$ cat config.mk
export PLATFORM = sky130hd
export DESIGN_NAME = operand_sel_reg
export DESIGN_NICKNAME = d
export VERILOG_FILES = /design/src/rtl/mux_n.sv /design/src/rtl/operand_sel_reg.sv
export SDC_FILE = /design/constraint.sdc
export NUM_CORES = 1
export LEC_CHECK = 0
export ABC_CLOCK_PERIOD_IN_PS = 1600
export BUFFER_PORTS_ARGS = -buffer_cell sky130_fd_sc_hd__buf_2
export CAP_MARGIN = 25
export CORE_MARGIN = 8
export CORE_UTILIZATION = 40
export DETAILED_ROUTE_END_ITERATION = 10
export HOLD_SLACK_MARGIN = 0.03
export PLACE_DENSITY = 0.91
export SYNTH_ARGS = -nofsm -noshare
export SYNTH_HDL_FRONTEND = slang
export SYNTH_HIERARCHICAL = 1
export SYNTH_SLANG_ARGS = --single-unit
export TNS_END_PERCENT = 5
$ cat constraint.sdc
create_clock -name clk -period 1.6 [get_ports clk]
set_clock_uncertainty 0.2 [all_clocks]
set_input_delay 0.24 -clock clk [delete_from_list [all_inputs] [get_ports clk]]
set_output_delay 0.24 -clock clk [all_outputs]
set_load 0.01 [all_outputs]
$ cat src/rtl/mux_n.sv
// Combinational N:1 channel selector. An out-of-range select falls back to
// channel 0 and raises oor_c.
module mux_n #(
    parameter int unsigned WIDTH  = 32,
    parameter int unsigned NUM_IN = 4,
    parameter int unsigned SEL_W  = $clog2(NUM_IN)
) (
    input  logic [NUM_IN*WIDTH-1:0] in_data,
    input  logic [SEL_W-1:0]        sel,
    output logic [WIDTH-1:0]        out_c,
    output logic                    oor_c
);

    always_comb begin
        out_c = in_data[0 +: WIDTH];
        for (int unsigned k = 1; k < NUM_IN; k++) begin
            if (sel == SEL_W'(k)) begin
                out_c = in_data[k*WIDTH +: WIDTH];
            end
        end
    end

    // A power-of-two channel count leaves no unused select codes
    if (NUM_IN == (2 ** SEL_W)) begin : g_full
        assign oor_c = 1'b0;
    end else begin : g_partial
        assign oor_c = (32'(sel) >= NUM_IN);
    end

endmodule

$ cat src/rtl/operand_sel_reg.sv
// Operand selector merged with a pipeline register: stall holds, flush inserts
// a bubble, a sticky flag records invalid selects, and stall length is counted.
module operand_sel_reg #(
    parameter int unsigned     WIDTH     = 32,
    parameter int unsigned     NUM_IN    = 4,
    parameter int unsigned     SEL_W     = $clog2(NUM_IN),
    parameter int unsigned     CNT_W     = 4,
    parameter logic [WIDTH-1:0] RESET_VAL = '0
) (
    input  logic                    clk,
    input  logic                    reset,
    input  logic [NUM_IN*WIDTH-1:0] in_data,
    input  logic [SEL_W-1:0]        sel,
    input  logic                    in_valid,
    input  logic                    stall,
    input  logic                    flush,
    output logic [WIDTH-1:0]        out_data,
    output logic                    out_valid,
    output logic                    sel_err,
    output logic [CNT_W-1:0]        stall_cnt
);

    localparam logic [CNT_W-1:0] CNT_MAX = '1;

    logic [WIDTH-1:0] mux_c;
    logic             oor_c;

    mux_n #(
        .WIDTH  (WIDTH),
        .NUM_IN (NUM_IN),
        .SEL_W  (SEL_W)
    ) u_mux (
        .in_data (in_data),
        .sel     (sel),
        .out_c   (mux_c),
        .oor_c   (oor_c)
    );

    // Priority: reset > flush > stall > load
    always_ff @(posedge clk) begin
        if (reset) begin
            out_data  <= RESET_VAL;
            out_valid <= 1'b0;
            sel_err   <= 1'b0;
            stall_cnt <= '0;
        end else if (flush) begin
            out_data  <= RESET_VAL;
            out_valid <= 1'b0;
            stall_cnt <= '0;
        end else if (stall) begin
            if (stall_cnt != CNT_MAX) begin
                stall_cnt <= stall_cnt + CNT_W'(1);
            end
        end else begin
            out_data  <= mux_c;
            out_valid <= in_valid;
            stall_cnt <= '0;
            // Only a valid operand with a bad select is worth flagging
            if (oor_c && in_valid) begin
                sel_err <= 1'b1;
            end
        end
    end

endmodule

## After elaboration in Yosys (flattened, before gate mapping)

Index checks and enable logic that the tools add are counted.

- Output and inout bits: 38
- Memories: 0
- Bits in read-only memories: 0
- Bits of input ports: 135
- Bits in latches: 0
- Bits in registers: 37
- Memory bits (writable): 0

- Bitwise operators: 1
- Shifts and indexed selects: 0
- $add $sub $neg: 1
- Divide/modulo/power cells: 0
- Multipliers: 0
- Reduce and logical (&&, ||, !) cells: 2
- Muxes and demuxes: 3
- Magnitude comparators: 0
- Eq/ne operators: 4

Operators with widths:

| cell | count |
|---|---|
| two-way mux 32 bit | 3 |
| adder 4 x 1 -> 4 bit (second input constant) | 1 |
| equality test 2 bit (second input constant) | 2 |
| != test 4 bit (second input constant) | 1 |
| OR reduction 3 bit | 1 |
| equality test 2 x 1 -> 1 bit (second input constant) | 1 |
| OR reduction 2 bit | 1 |
| NOT 1 bit | 1 |

## Logic depth before layout (Yosys ltp)

- Depth in word-level cells: 4
- Gate-level depth with buffers: 5
- Depth with buffers taken out: 3

## Modules after synthesis

Netlist, hierarchy kept.

By module, submodules not included:

| module | instances | cells each | area an instance (um^2) |
|---|---|---|---|
| operand_sel_reg | 1 | 131 | 1,401.3 |
| mux_n | 1 | 41 | 825.8 |

## Worst setup path before layout

Ideal clock, no wire load.

- Path type: input port to flip-flop
- Start: in sel[0]
- End: reg out_data[15]
- Stages on the path: 5
- Required time: 1.281 ns
- Slack: 0.133 ns
- Buffers on the path: 2
- Arrival time: 1.148 ns
- Library setup time: 0.119 ns
- Path through: buf_6 -> buf_12 -> mux4_2 -> mux2i_1 -> nor2_1

- Longest elaborated chain between the ends: 4
- Elaborated cells on any way between the ends: 6
- Those cells by class: 3 x eq/ne; 3 x mux

Ends and longest elaborated chain:

| element | line | text |
|---|---|---|
| from (decl) | operand_sel_reg.sv:13 | `input logic [SEL_W-1:0] sel,` |
| equality test 2 x 1 -> 1 bit | mux_n.sv:17 | `if (sel == SEL_W'(k)) begin` |
| two-way mux 32 bit (2 in series) | mux_n.sv:17 |  |
| two-way mux 32 bit * | mux_n.sv:17 |  |
| net mux_c[15] | operand_sel_reg.sv:25 | `logic [WIDTH-1:0] mux_c;` |
| to (signal assigned) | operand_sel_reg.sv:55 | `out_data <= mux_c;` |
| to (decl) | operand_sel_reg.sv:17 | `output logic [WIDTH-1:0] out_data,` |

The timed path passes the listed nets; every way through them passes the cells marked *.
A chain may end at the register's enable or synchronous reset.

## Worst setup path in the final report

- Start: reg stall_cnt[0]
- End: reg stall_cnt[3]

- Longest elaborated chain between the ends: 1
- Elaborated cells on any way between the ends: 2
- Those cells by class: 1 x add/sub; 1 x eq/ne

Ends and longest elaborated chain:

| element | line | text |
|---|---|---|
| from (decl) | operand_sel_reg.sv:20 | `output logic [CNT_W-1:0] stall_cnt` |
| from (signal assigned) | operand_sel_reg.sv:52 | `stall_cnt <= stall_cnt + CNT_W'(1);` |
| adder 4 x 1 -> 4 bit or != test 4 bit (tied branches) | operand_sel_reg.sv:52, operand_sel_reg.sv:51 |  |

Parallel ways exist; a longest one is shown, timed or not.

==> metrics.cfg <==
[synth]
synth_cell_type_count=27
synth_top_area_frac=0.3416
synthTopCellsByArea=dfxtp_1 (34%), mux4_2 (30%), mux2i_1 (15%)
yosysSeqAreaShare=0.3416
synthFlopType=dfxtp_1
yosysMostFrequentCell=dfxtp_1
async_reset_ff_frac=0
synth_edf_count=0
syn_nets=308
syn_area_sq_um=2227
yosys.area.top_type=dfxtp_1
yosys_warnings=6
avgSynthCellArea_sq_um=12.95
syn_inst=172
synth_commonest_cells=dfxtp_1 (38), nor2_1 (34), mux2i_1 (33), mux4_2 (30), buf_2 (9)
synth_seq_cells=38

[clock_tree]
cts.clk_slew.worst_paths_ns=0.07
numCtsBuffers=5
worstSkewPairLatency_ns=0.28
root_buffer=clkbuf_8
clock_sinks=38
cts_tree=done
clockBufferDepth=2
post_cts_buffers=0
cts_hold_buf=2
cts_resized=0
htree_levels=2

[job]
maxCapViolCount=0

[routing]
route.detailed.drc=0
antenna_left=0
wl_per_cell_um=17.99
drtIter0Drc=32
drt_pre_antenna_iters=4
drt-total-wl_um=7503
viasPerCell=5.118
vias=2134

[setup_path]
critPathKind=reg -> reg
cp.required_ns=1.59
reg2reg_setup_slack_ns=0.18
path_max_fanout=6
startpoint=stall_cnt[0]
critical_path_buf_inv_count=0
cp_slowest_cell=dfxtp_1
critPathLaunchType=flop
crit_family=flip-flops
critical_path_arrival_ns=1.41
r2r-start=stall_cnt[0]
critPathMaxStageDelay_ns=0.41
cp-end-kind=flop
cp_cell_sequence=ha_1, and4b_1, a211oi_1

[die]
rows=27
start_util=0.4095
io_pins=173
die_x_um=90.62
dieArea_sq_um=8211
core-area_sq_um=5439
die_h_um=90.62

[sta]
hold_ws_ns=0.1303
drv_slew=0
hold_viol_final=0
setup_viol=0
worst_pin_slew_ns=0.6220
rsz0062_at_grt=false
layout_min_cycle_time_ns=1.425
setup_ws_ns=0.1754
fin_crit_sh=0.8903
max_slew_margin=0.5854
clock.fmax_mhz=702.0

[placement]
place.gp.congestion=0.7590
dpl_cell_area_sq_um=3151
hpwl_um=6392
dpl_worst_slack_ns=-0.09493
io_buffers=172
place_inst=406

[layout]
num-nets-final=479
drive_above_1_share=0.6337
final_cells=417
synthToLayoutAreaGrowth_pct=46.57
fin_area_sq_um=3264
utilization=0.6002

[outcome]
status=complete, no violations

[global_route]
antenna_found_initial=1
grt.overflow.total=0
grt_pass1_vias=2578
grt_max_degree=34
grt.total_usage=0.1799
grt_pass1_wl_um=11920

[pwr]
power_density_nw_per_um2=688.0
p_leak_nw=1.652
max-vdd-ir-drop_v=0.0004176

[hold_path]
hold_start=reset
hold_path.class=in -> reg

-- final timing paths --
path	to	cells past startpoint
setup / recovery	stall_cnt[3]	3
setup reg to reg	stall_cnt[3]	3
hold reg to reg	sel_err	2
hold / removal	stall_cnt[0]	3
-- layout make-up --
cell class,instances,area [sq um]
sequential,38,760.7
fill,469,2175
clock buffer,7,86.33
antenna,1,2.502
clock inverter,1,5.005
inverter,1,3.754
multi-input combinational,117,1328
tap,72,90.09
timing repair buffer,180,988.4
-- per-layer routing --
| layer | up-vias | track usage | wire length (um) |
|---|---|---|---|
| li1 | 997 | - | - |
| met1 | 1020 | 0.1609 | 2519 |
| met2 | 101 | 0.3392 | 4185 |
| met3 | 16 | 0.07731 | 640 |
| met4 | 0 | 0.07906 | 159 |
| met5 | - | 0 | 0 |
-- layout by cell type, fill, tap and decap left out, types with 2 or more instances in the layout --
cell type,n
buf_2,172
dfxtp_1,38
nor2_1,34
mux2i_1,33
mux4_2,30
clkbuf_8,6
buf_12,5
nor4bb_1,2
a21oi_1,2
dlygate4sd3_1,2
mux4_1,2
-- logic make-up after synthesis --
group / count (synthesis) / synth area share
muxes: 66 / 0.4803
and+or+nand+nor: 44 / 0.09382
DFF: 38 / 0.3416
buffers and inverters: 17 / 0.06235
AOI/OAI and AO/OA: 5 / 0.01461
adders and majority gates: 1 / 0.005617
other: 1 / 0.001684
-- tightest hold or removal path, stage by stage --
cell and delay (ns):
buf_2 0.11, or3b_1 0.16, a21oi_1 0.05
-- metrics by stage --
stage                     total power [mW]  TNS, ns
final                                2.246        0
after global routing                 2.358        0
after CTS                            2.272        0
after detailed placement             1.586  -0.9965
after global placement               1.557  -0.1150
after floorplan                      1.342        0
-- sequential cells by signal, indices dropped and copies added (netlist names) --
name and cells:
out_valid 1, out_data 32, sel_err 1, stall_cnt 4
-- report_power, final --
part | switching, mW | total [mW] | internal, mW
Sequential | 0.0186 | 1.00 | 0.981
Combinational | 0.217 | 0.563 | 0.346
Clock | 0.336 | 0.683 | 0.348
Note: power is estimated with default switching activity, not from simulation.
